<file path="src/rtl/des_round_seq.sv">
// DES round sequencer: owns the S-box table-load handshake and steps the
// 16-round expand / S-box / permute / swap schedule. It also drives the
// key-schedule rotation controls for encrypt and decrypt.
// Every output is a flop that is loaded from the next-state decode.

module des_round_seq #(
    parameter int ROUNDS       = 16,
    parameter int SB_HOLD      = 2,
    parameter int INIT_TIMEOUT = 15
) (
    input  logic       clk,
    input  logic       rst_n,
    input  logic       start,
    input  logic       decrypt,
    output logic       busy,
    output logic       done,
    output logic       err,
    output logic       tbl_init,
    input  logic       tbl_ready,
    output logic       sb_en,
    output logic       ip_en,
    output logic       key_load,
    output logic       key_step,
    output logic [1:0] key_shift,
    output logic       key_dir,
    output logic       exp_en,
    output logic       perm_en,
    output logic       swap_en,
    output logic       fp_en,
    output logic [4:0] round_num
);

    typedef enum logic [3:0] {
        S_IDLE   = 4'd0,
        S_INIT   = 4'd1,
        S_LOAD   = 4'd2,
        S_EXPAND = 4'd3,
        S_SBOX   = 4'd4,
        S_PERM   = 4'd5,
        S_SWAP   = 4'd6,
        S_FINAL  = 4'd7,
        S_DONE   = 4'd8
    } state_e;

    state_e     state_q, state_d;
    logic [4:0] round_q, round_d;
    logic [3:0] sb_cnt_q, sb_cnt_d;
    logic [7:0] wait_q, wait_d;
    logic       tbl_ok_q, tbl_ok_d;
    logic       dir_q, dir_d;
    logic       err_d;

    logic       busy_q, busy_d;
    logic       done_q, done_d;
    logic       err_q;
    logic       tbl_init_q, tbl_init_d;
    logic       sb_en_q, sb_en_d;
    logic       ip_en_q, ip_en_d;
    logic       key_step_q, key_step_d;
    logic [1:0] key_shift_q, key_shift_d;
    logic       key_dir_q, key_dir_d;
    logic       exp_en_q, exp_en_d;
    logic       perm_en_q, perm_en_d;
    logic       swap_en_q, swap_en_d;
    logic       fp_en_q, fp_en_d;

    // Rotation amount for a round. Decrypt applies no rotation in round 1
    // because its first subkey is K16, which equals the freshly loaded C,D.
    function automatic logic [1:0] key_shift_f(input logic [4:0] rnd, input logic dec);
        logic [1:0] s;
        case (rnd)
            5'd1:               s = dec ? 2'd0 : 2'd1;
            5'd2, 5'd9, 5'd16:  s = 2'd1;
            default:            s = 2'd2;
        endcase
        return s;
    endfunction

    // Next-state logic: sequencing, counters, sticky table-ok flag, direction latch.
    always_comb begin
        state_d  = state_q;
        round_d  = round_q;
        sb_cnt_d = sb_cnt_q;
        wait_d   = wait_q;
        tbl_ok_d = tbl_ok_q;
        dir_d    = dir_q;
        err_d    = 1'b0;
        case (state_q)
            S_IDLE: begin
                round_d = 5'd0;
                if (start) begin
                    dir_d  = decrypt;
                    wait_d = 8'd0;
                    if (tbl_ok_q) begin
                        state_d = S_LOAD;
                        round_d = 5'd1;
                    end else begin
                        state_d = S_INIT;
                    end
                end else begin
                    state_d = S_IDLE;
                end
            end
            S_INIT: begin
                if (tbl_ready) begin
                    tbl_ok_d = 1'b1;
                    state_d  = S_LOAD;
                    round_d  = 5'd1;
                end else if (wait_q == 8'(INIT_TIMEOUT - 1)) begin
                    err_d   = 1'b1;
                    state_d = S_IDLE;
                end else begin
                    wait_d = wait_q + 8'd1;
                end
            end
            S_LOAD: begin
                state_d = S_EXPAND;
            end
            S_EXPAND: begin
                sb_cnt_d = 4'd0;
                state_d  = S_SBOX;
            end
            S_SBOX: begin
                if (sb_cnt_q == 4'(SB_HOLD - 1)) begin
                    state_d = S_PERM;
                end else begin
                    sb_cnt_d = sb_cnt_q + 4'd1;
                end
            end
            S_PERM: begin
                if (round_q < 5'(ROUNDS)) begin
                    state_d = S_SWAP;
                end else begin
                    state_d = S_FINAL;
                end
            end
            S_SWAP: begin
                round_d = round_q + 5'd1;
                state_d = S_EXPAND;
            end
            S_FINAL: begin
                state_d = S_DONE;
            end
            S_DONE: begin
                round_d = 5'd0;
                state_d = S_IDLE;
            end
            default: begin
                round_d = 5'd0;
                state_d = S_IDLE;
            end
        endcase
    end

    // Output decode of the upcoming state so the output flops line up with it.
    always_comb begin
        busy_d      = (state_d != S_IDLE);
        done_d      = (state_d == S_DONE);
        tbl_init_d  = (state_d == S_INIT);
        sb_en_d     = (state_d == S_SBOX);
        ip_en_d     = (state_d == S_LOAD);
        exp_en_d    = (state_d == S_EXPAND);
        key_step_d  = (state_d == S_EXPAND);
        key_dir_d   = (state_d == S_EXPAND) ? dir_d : 1'b0;
        key_shift_d = (state_d == S_EXPAND) ? key_shift_f(round_d, dir_d) : 2'd0;
        perm_en_d   = (state_d == S_PERM);
        swap_en_d   = (state_d == S_SWAP);
        fp_en_d     = (state_d == S_FINAL);
    end

    // Control state, round/hold/wait counters, table-ok flag and direction.
    always_ff @(posedge clk or negedge rst_n) begin
        if (!rst_n) begin
            state_q  <= S_IDLE;
            round_q  <= 5'd0;
            sb_cnt_q <= 4'd0;
            wait_q   <= 8'd0;
            tbl_ok_q <= 1'b0;
            dir_q    <= 1'b0;
        end else begin
            state_q  <= state_d;
            round_q  <= round_d;
            sb_cnt_q <= sb_cnt_d;
            wait_q   <= wait_d;
            tbl_ok_q <= tbl_ok_d;
            dir_q    <= dir_d;
        end
    end

    // Output registers; reset clears every strobe at once, mid-block included.
    always_ff @(posedge clk or negedge rst_n) begin
        if (!rst_n) begin
            busy_q      <= 1'b0;
            done_q      <= 1'b0;
            err_q       <= 1'b0;
            tbl_init_q  <= 1'b0;
            sb_en_q     <= 1'b0;
            ip_en_q     <= 1'b0;
            key_step_q  <= 1'b0;
            key_shift_q <= 2'd0;
            key_dir_q   <= 1'b0;
            exp_en_q    <= 1'b0;
            perm_en_q   <= 1'b0;
            swap_en_q   <= 1'b0;
            fp_en_q     <= 1'b0;
        end else begin
            busy_q      <= busy_d;
            done_q      <= done_d;
            err_q       <= err_d;
            tbl_init_q  <= tbl_init_d;
            sb_en_q     <= sb_en_d;
            ip_en_q     <= ip_en_d;
            key_step_q  <= key_step_d;
            key_shift_q <= key_shift_d;
            key_dir_q   <= key_dir_d;
            exp_en_q    <= exp_en_d;
            perm_en_q   <= perm_en_d;
            swap_en_q   <= swap_en_d;
            fp_en_q     <= fp_en_d;
        end
    end

    assign busy      = busy_q;
    assign done      = done_q;
    assign err       = err_q;
    assign tbl_init  = tbl_init_q;
    assign sb_en     = sb_en_q;
    assign ip_en     = ip_en_q;
    assign key_load  = ip_en_q;
    assign key_step  = key_step_q;
    assign key_shift = key_shift_q;
    assign key_dir   = key_dir_q;
    assign exp_en    = exp_en_q;
    assign perm_en   = perm_en_q;
    assign swap_en   = swap_en_q;
    assign fp_en     = fp_en_q;
    assign round_num = round_q;

endmodule
</file>
<file path="config.mk">
export PLATFORM = sky130hd
export DESIGN_NAME = des_round_seq
export DESIGN_NICKNAME = d
export VERILOG_FILES = /design/src/rtl/des_round_seq.sv
export SDC_FILE = /design/constraint.sdc
export NUM_CORES = 1
export LEC_CHECK = 0
export ABC_CLOCK_PERIOD_IN_PS = 2000
export CAP_MARGIN = 20
export CORE_AREA = 2 2 72 74
export DETAILED_ROUTE_END_ITERATION = 12
export DIE_AREA = 0 0 74 76
export GPL_TIMING_DRIVEN = 0
export PLACE_DENSITY = 0.59
export SKIP_LAST_GASP = 1
export SLEW_MARGIN = 20
export SYNTH_ARGS = -nofsm -noshare
export SYNTH_HDL_FRONTEND = slang
export SYNTH_SLANG_ARGS = --single-unit
</file>
<file path="constraint.sdc">
create_clock -name clk -period 2 [get_ports clk]
set_input_delay 0.4 -clock clk [delete_from_list [all_inputs] [get_ports clk]]
set_output_delay 0.4 -clock clk [all_outputs]
set_load 0.05 [all_outputs]
</file>
==> impl_metrics.json <==
{
  "finalClockSkew_ns": 0.00630,
  "syn-num-nets": 183,
  "period_share_pct": 101,
  "syn-cell-area_um2": 1850,
  "cap_violations": 0,
  "synth_edf_count": 0,
  "critPathMostFrequentCell": "a22o_1",
  "initial_core_util_pct": 37.7,
  "total_power_uw": 1340,
  "hold_class": "primary input to asynchronous set/reset pin",
  "cts_root_buf": "clkbuf_8",
  "dr.pass1.iters": 4,
  "crit_required_ns": 2.19,
  "grt_pass1_vias": 1422,
  "syn2layout_area_growth_pct": 36.0,
  "crit_buf_inv": 1,
  "holdBufCountCts": 0,
  "core_um2": 4910,
  "htree_num_levels": 2,
  "cts_made_buffers": 5,
  "n_antenna_cell": 0,
  "violations": "setup timing",
  "drc": 0,
  "ys_ff_latch": 36,
  "status": "finished with violations",
  "tightestPinTransition_ns": 0.504,
  "dpl.hpwl_um": 2830,
  "drive_above_1_share_pct": 27.2,
  "vdd_drop_max_mv": 0.284,
  "yosysUniqueCellTypes": 51,
  "hold_viol_final": 0,
  "yosysSeqAreaShare_pct": 48.6,
  "clk_pin_slew_worst_paths_ns": 0.07,
  "ff2ff_setup_slack_ns": 0.02,
  "timing.max_slew.rel_slack_pct": 66.3,
  "crit_type": "primary input to flip-flop",
  "clock_path_buffers": 2,
  "antenna_found_initial": 0,
  "path_max_fanout": 4,
  "vias_per_cell": 4.96,
  "cts_tree": "built",
  "crit_slowest_cell": "clkdlybuf4s50_1",
  "setup_ws_ns": -0.0118,
  "wl_per_cell_um": 14.7,
  "final-instance-count-excl-fill": 287,
  "die_x_um": 74,
  "fill_cells": 456,
  "synthCells": 173,
  "crit_family": "compound AO/OA/AOI/OAI gates",
  "slew_viol_final": 0,
  "power_per_cell_area_nw_per_um2": 532,
  "critical-path-max-stage-delay_ns": 0.55,
  "insertion_delay_ns": 0.29,
  "ys_async_sr_fraction_pct": 100,
  "rsz0062_at_grt": "true",
  "p_leak_uw": 0.00107,
  "grt_overflow_total": 0,
  "numPortBuffers": 24,
  "tns_ns": -0.0118,
  "ant_nets": 0,
  "dp.cells": 268,
  "row_count": 26,
  "final_nets": 226,
  "die_area_um2": 5620,
  "grt_pass1_wl_um": 6790,
  "endpoint_kind": "flip-flop",
  "clock-sinks": 36,
  "syn_area_per_cell_um2": 10.7,
  "path_cells": "clkdlybuf4s50_1 > a221oi_4 > a22o_1 > nor3b_2 > a22o_1 > a32o_1",
  "place_ws_ns": -0.304,
  "critPathArrivalTime_ns": 2.20,
  "max_freq_mhz": 497,
  "gp_congestion": 0.843,
  "setup_violations": 1,
  "grt_max_degree": 22,
  "synth-main-ff-cell": "dfrtp_1",
  "totalWireLength_um": 4210,
  "pin_count": 25,
  "post-route-min-period_ns": 2.01,
  "start_kind": "primary input",
  "dr_total_vias": 1424,
  "die_y_um": 76,
  "drtIter0Drc": 84,
  "grt_usage_pct": 15.7,
  "yosysWarnings": 0
}
-- through the flow --
step,utilization (%),instance area (um^2),hold WS (ns)
2_1_floorplan,-,1860,0.104
3_3_place_gp,44.4,2180,0.497
3_5_place_dp,44.9,2210,0.367
4_1_cts,47.3,2320,0.0388
5_1_grt,51.3,2520,0.0634
6_report,51.3,2520,0.0411
-- final timing paths --
kind | startpoint | cells past startpoint | endpoint
worst max-delay path | tbl_ready | 6 | key_shift[0]$_DFF_PN0_
worst min-delay path | rst_n | 1 | swap_en$_DFF_PN0_
worst max register to register | state_q[1]$_DFF_PN0_ | 6 | sb_cnt_q[1]$_DFFE_PN0P_
worst min register to register | dir_q$_DFF_PN0_ | 2 | dir_q$_DFF_PN0_
max in group asynchronous | rst_n | 2 | round_num[0]$_DFF_PN0_
min in group clk | dir_q$_DFF_PN0_ | 2 | dir_q$_DFF_PN0_
-- layout by cell type (no fill, tap or decap), types with 3 or more instances in the layout --
cell	n
a211oi_2	3
a21oi_1	8
and3_1	3
buf_4	13
buf_6	5
clkbuf_8	7
clkdlybuf4s50_1	20
dfrtp_1	30
dfrtp_2	6
ha_1	4
inv_1	10
nand2_1	6
nand3_1	7
nand4_1	3
nor2_1	17
nor3_1	6
o21ai_0	7
xnor2_1	7
xor2_1	3
-- flip-flops by register name (all words and copies together) (netlist names), 2 cells and up --
signal     count
wait_q         8
round_num      5
sb_cnt_q       4
state_q        4
key_shift      2
-- report_power, final --
| group | internal, uW | switching [uW] |
|---|---|---|
| registers | 727 | 0 |
| logic | 11.9 | 19.5 |
| clock network | 315 | 268 |
| total | 1050 | 287 |
-- area by class of cell --
cell class / count / area [um^2] / share of cell area (%)
plain buffers: 7 / 71.3 / 2.83
clock buffers: 8 / 100 / 3.97
inverters: 12 / 45.0 / 1.79
multi-input cells: 117 / 942 / 37.4
flip-flops and latches: 36 / 908 / 36.0
well taps: 70 / 87.6 / 3.48
repair buffers: 37 / 365 / 14.5
-- cell families after synthesis --
family | share of synthesized area [%]
compound gates | 14.6
xor+xnor | 4.73
fa+ha+maj | 3.38
buf+inv | 5.74
flops | 48.6
mux | 1.69
simple gates | 21.3
-- cells in the mapped netlist, types with 2 or more instances --
master | instances | area share (%)
a211oi_1 | 2 | 0.81
a21oi_1 | 8 | 2.2
a22o_1 | 2 | 0.95
a31oi_1 | 2 | 0.68
and2b_1 | 2 | 0.81
and3_1 | 3 | 1.0
buf_4 | 3 | 1.2
buf_6 | 2 | 1.2
dfrtp_1 | 36 | 49
ha_1 | 5 | 3.4
inv_1 | 11 | 2.2
mux2i_1 | 2 | 1.1
nand2_1 | 7 | 1.4
nand3_1 | 7 | 1.9
nand4_1 | 3 | 1.0
nand4bb_1 | 2 | 1.2
nor2_1 | 18 | 3.6
nor2b_1 | 2 | 0.68
nor3_1 | 8 | 2.2
nor4b_2 | 2 | 1.6
o211ai_1 | 2 | 0.81
o21ai_0 | 7 | 1.9
xnor2_1 | 7 | 3.3
xor2_1 | 3 | 1.4
-- layer usage --
| layer | GRT usage, % | up-vias | part of all wire (%) |
|---|---|---|---|
| li1 | - | 697 | - |
| met1 | 20.7 | 685 | 46 |
| met2 | 23.9 | 33 | 49 |
| met3 | 4.63 | 9 | 3.6 |
| met4 | 6.00 | 0 | 1.9 |
| met5 | 0 | - | 0 |
-- repair_timing --
item	in CTS	in global routing
resized for setup	4	28
endpoints found under the setup margin	10	11
cloned	0	0
setup buffers	1	11
pin swaps	3	9
(Power assumes the default switching activity.)
